### config.mk
export PLATFORM = sky130hd
export DESIGN_NAME = fetch_unit
export DESIGN_NICKNAME = d
export VERILOG_FILES = /design/src/rtl/fetch_unit.sv
export SDC_FILE = /design/constraint.sdc
export NUM_CORES = 1
export LEC_CHECK = 0
export BUFFER_PORTS_ARGS = -buffer_cell sky130_fd_sc_hd__clkbuf_2
export CORE_ASPECT_RATIO = 1.5
export CORE_MARGIN = 5
export CORE_UTILIZATION = 52
export CTS_CLUSTER_SIZE = 10
export DETAILED_ROUTE_END_ITERATION = 10
export HOLD_SLACK_MARGIN = 0.15
export PLACE_DENSITY = 0.81
export SLEW_MARGIN = 20
export SYNTH_ARGS = -nofsm -noshare
export SYNTH_HDL_FRONTEND = slang
export SYNTH_SLANG_ARGS = --single-unit
### constraint.sdc
create_clock -name clk -period 2.6 [get_ports clk]
set_clock_uncertainty 0.2 [all_clocks]
set_input_delay 0 -clock clk [delete_from_list [all_inputs] [get_ports clk]]
set_output_delay 0 -clock clk [all_outputs]
set_load 0.005 [all_outputs]
### src/rtl/fetch_unit.sv
// rtl/fetch_unit.sv - instruction fetch stage: PC register, wrap-around sequencing and IF/ID register
// Optional feature macro: MISALIGN_TRAP_EN (misaligned redirect raises a sticky fetch_fault and freezes fetch)
module fetch_unit #(
  parameter logic [31:0] RESET_PC   = 32'h0000_0000,
  parameter int          IMEM_BYTES = 64
) (
  input  logic        clk,
  input  logic        reset_n,
  output logic [31:0] imem_addr,
  input  logic [31:0] imem_rdata,
  input  logic        stall,
  input  logic        flush,
  input  logic        redirect_valid,
  input  logic [31:0] redirect_target,
  output logic [31:0] ifid_pc,
  output logic [31:0] ifid_pc4,
  output logic [31:0] ifid_instr,
  output logic        ifid_valid,
  output logic [31:0] fetch_count
`ifdef MISALIGN_TRAP_EN
  ,
  output logic        fetch_fault
`endif
);

  localparam logic [31:0] LAST_PC = 32'(IMEM_BYTES - 4);
  localparam logic [31:0] NOP     = 32'h0000_0013;

  logic [31:0] pc;
  logic [31:0] seq_next;
  logic [31:0] redirect_pc;

  // Sequential successor wraps to zero at the last word of instruction memory
  always_comb begin
    seq_next    = (pc == LAST_PC) ? 32'h0000_0000 : pc + 32'd4;
    redirect_pc = redirect_target & 32'hFFFF_FFFC;
    imem_addr   = pc & 32'hFFFF_FFFC;
  end

  // PC and IF/ID update; priority reset > (fault) > redirect > flush > stall > normal
  always_ff @(posedge clk or negedge reset_n) begin
    if (!reset_n) begin
      pc          <= RESET_PC;
      ifid_pc     <= 32'h0000_0000;
      ifid_pc4    <= 32'h0000_0000;
      ifid_instr  <= NOP;
      ifid_valid  <= 1'b0;
      fetch_count <= 32'h0000_0000;
`ifdef MISALIGN_TRAP_EN
      fetch_fault <= 1'b0;
`endif
    end
`ifdef MISALIGN_TRAP_EN
    else if (fetch_fault || (redirect_valid && (redirect_target[1:0] != 2'b00))) begin
      // Sticky trap: PC frozen and the IF/ID register keeps emitting bubbles until reset
      fetch_fault <= 1'b1;
      ifid_valid  <= 1'b0;
      ifid_instr  <= NOP;
    end
`endif
    else if (redirect_valid) begin
      pc         <= redirect_pc;
      ifid_valid <= 1'b0;
      ifid_instr <= NOP;
    end else if (flush) begin
      pc         <= seq_next;
      ifid_valid <= 1'b0;
      ifid_instr <= NOP;
    end else if (!stall) begin
      pc          <= seq_next;
      ifid_pc     <= pc;
      ifid_pc4    <= seq_next;
      ifid_instr  <= imem_rdata;
      ifid_valid  <= 1'b1;
      fetch_count <= fetch_count + 32'd1;
    end
  end

endmodule

==> summary.md <==
| Metric | Value |
|---|---|
| Run status | finished, final reports clean |
| Detailed Place HPWL | 15500 um |
| Total count of max-transition violations in the final report | 0 |
| Synthesized-area fraction occupied by and/or/nand/nor cells | 19.5% |
| Compound-cell area share of the yosys netlist | 12.3% |
| Wire length after detailed routing | 23900 um |
| Net switching power | 1.90 mW |
| Depth of the CTS H-tree | 4 |
| Relative contribution of the clock network to total power | 36.8% |
| Fraction of final layout cells sized beyond drive strength 1 | 30.2% |
| Critical path startpoint category | flop |
| Worst setup path category | reg2reg |
| Main combinational cell family by area after synthesis | simple AND/OR/NAND/NOR gates |
| Syn Inst Count | 763 |
| Wire length of the first global-routing pass | 37500 um |
| Die footprint | 17200 um2 |
| Number of failing hold endpoints at the final stage | 0 |
| Share of the clock period used by the worst path | 96.5% |
| Effective utilization at floorplan | 52.7% |
| Critical Path Sink Type | flop |
| Reg clk slew, reported paths | 60 ps |
| Insertion delay to the later sink of the worst-skew pair | 430 ps |
| Hold/Removal Path Class | in2reg |
| Finish-stage setup viols | 0 |
| Mean area per synthesized cell | 9.98 um2 |
| Die width | 109 um |
| Relative max-transition margin | 41.3% |
| Total standard cell area after synthesis | 7620 um2 |
| Count of nets left with antenna violations after detail routing | 0 |
| Final worst setup slack | 91.3 ps |
| Placer's final routability congestion estimate | 0.893 |
| Synthesized flop and latch total | 161 |
| Vias in the first global route | 7283 |
| Vias per cell | 5.53 |
| Remaining Overflow, GRT | 0 |
| Top achievable clock speed | 399 MHz |
| Switching power share of the total | 28.2% |
| Async set-or-reset flop fraction in the synthesized netlist | 100% |
| Clk Tree Root Cell | sky130_fd_sc_hd__clkbuf_16 |
| Number of nets in the finished design | 1144 |
| I/O pin cnt | 230 |
| Multiplexer area fraction after synthesis | 0.148% |
| Number of iterations in the first detailed-routing pass | 5 |
| Drt drc | 0 |
| Measured slew at the worst slew-check pin | 881 ps |
| Number of violations reported at the end of detailed-routing iteration 0 | 619 |
| CP arrival | 2610 ps |
| Power share of the combinational group | 18.5% |
| Clock sinks | 161 |
| Largest cells by area after synthesis | sky130_fd_sc_hd__dfrtp_1, sky130_fd_sc_hd__nand2_1, sky130_fd_sc_hd__xnor2_1 |
| Antenna violations before repair | 0 |
| Post-synthesis xor/xnor area fraction | 7.70% |
| Row count | 54 |
| Bufs on Longest Clock Path | 2 |
| CTS tree | done |
| Min cycle time layout | 2510 ps |
| Worst IR Drop VDD | 0.412 mV |
| Leakage power | 5.20 nW |
| Routed via count | 7088 |
| Max cap viols | 0 |
| Total negative setup slack | 0 ps |
| Worst setup timing slack at the placement stage | 206 ps |
| Internal power | 4.83 mW |
| Number of library cell types mapped by synthesis | 60 |
| Total CTS buffers | 17 |
| Power density cells | 639 nW/um2 |
| Number of enable-type register cells in the synthesized netlist | 0 |
| Part of the power in registers | 44.7% |
| IO Port Bufs | 225 |
| Worst-path maximum fanout | 7 |
| Main synth FF type | sky130_fd_sc_hd__dfrtp_1 |
| Maximum number of pins on one net before global-route repair | 85 |
| Count of antenna diodes in the layout | 0 |
| Fraction of post-synthesis cell area in the top cell type by area | 51.9% |
| Routed len/inst | 18.6 um |
| Vertical die dimension | 158 um |
| Depth of the most critical reg-to-reg path | 7 |
| All-Layer GR Usage | 28.0% |
| Layout-stage area growth over the synthesis result | 38.3% |
| Synthesized-area fraction occupied by adder cells | 0.329% |
| Synth warnings | 0 |
| Sequential cell area fraction in the yosys report | 52.9% |
| Post-synthesis cell type with the largest combined area | sky130_fd_sc_hd__dfrtp_1 |
| Data required time of the critical path | 2700 ps |
| Core region area | 14500 um2 |
| Hold path depth | 3 |
-- Yosys cell counts, drive strengths merged (5+ instances only) --
master / instances
and4: 12
dfrtp: 158
nand3: 19
o31ai: 9
xor2: 16
nand4: 18
nor3b: 5
buf: 57
and2: 6
nor4: 12
xnor2: 51
inv: 5
a221o: 6
nor3: 10
clkbuf: 32
nor2: 17
o21ai: 58
nand2: 173
and3: 18
a22o: 34
-- through the flow --
stage               hold slack, ps  power [mW]  std cells  cell area (um2)  util, %
floorplan                     -496        3.58        764             7620        -
global placement              -172        4.09       1139             8840     61.1
detailed placement            -162        4.13       1139             8840     61.1
CTS                            151        6.74       1278            10500     72.6
global route                   176        7.03       1281            10500     72.8
finish                         164        6.73       1281            10500     72.8
-- area by class of cell --
cell class	count	area [um2]
Timing Repair Buffer	379	2590
Sequential cell	161	4040
Fill cell	1042	3930
Tap cell	196	245
Clock buffer	19	443
Clock inverter	12	135
Inverter	5	18.8
Multi-Input combinational cell	509	3070
-- worst max-delay path: stages, from the launching register on --
cell                            delay, ps
sky130_fd_sc_hd__dfrtp_1              370
sky130_fd_sc_hd__buf_4                160
sky130_fd_sc_hd__and4_1               300
sky130_fd_sc_hd__nand4_1              250
sky130_fd_sc_hd__nor3_2               260
sky130_fd_sc_hd__xnor2_1              160
sky130_fd_sc_hd__o21ai_0              110
sky130_fd_sc_hd__dlygate4sd3_1        580
-- layout by cell type, fill, tap and decap left out, drive strengths merged, types with 16 or more instances in the layout --
cell / instances
dlygate4sd3: 108
nor2: 17
xnor2: 51
xor2: 16
nand3: 19
dfrtp: 158
and3: 18
buf: 47
o21ai: 58
a22o: 34
clkbuf: 243
nand4: 18
nand2: 173
-- power groups by stage --
stage / Combinational (mW) / Clock [mW] / Sequential (mW)
final: 1.25 / 2.48 / 3.01
after global routing: 1.37 / 2.61 / 3.04
after CTS: 1.23 / 2.51 / 3.00
after detailed placement: 1.09 / 0 / 3.04
after global placement: 1.06 / 0 / 3.03
after floorplan: 0.557 / 0 / 3.02
-- worst paths after layout --
kind	from	endpoint	slack [ps]
worst max-delay path	pc[2]	pc[11]	90
min in group asynchronous	reset_n	ifid_pc4[14]	480
worst min-delay path	imem_rdata[14]	ifid_instr[14]	160
max in group asynchronous	reset_n	pc[5]	900
worst min register to register	ifid_pc[13]	ifid_pc[13]	270
worst max register to register	pc[2]	pc[11]	90
-- per-layer routing --
layer,share of wire (%),up-vias,track usage [%]
met5,0,-,0
met4,4.6,0,14.9
met3,6.1,93,5.22
met2,52,344,48.9
met1,37,3436,32.2
li1,-,3215,-
-- flip-flops by register name, summed over array words and instances (netlist names) --
name,cells
ifid_pc4,32
ifid_valid,1
fetch_count,32
ifid_instr,32
ifid_pc,32
pc,32
-- what timing repair did --
item	4_1_cts	5_1_grt
setup endpoints to repair	0	21
hold buffers	108	0
buffers inserted	0	3
gates resized for setup	0	5
endpoints found under the hold margin	247	0
-- kinds of logic (layout without fill, tap and decap cells) --
| group | Yosys count | count (layout) |
|---|---|---|
| compound gates | 133 | 133 |
| xor+xnor | 67 | 67 |
| simple gates | 304 | 304 |
| fa+ha+maj | 2 | 2 |
| other cells | 1 | 2 |
| mux | 1 | 1 |
| buf+inv | 94 | 415 |
| flops | 161 | 161 |
Note: power is estimated with default switching activity, not from simulation.
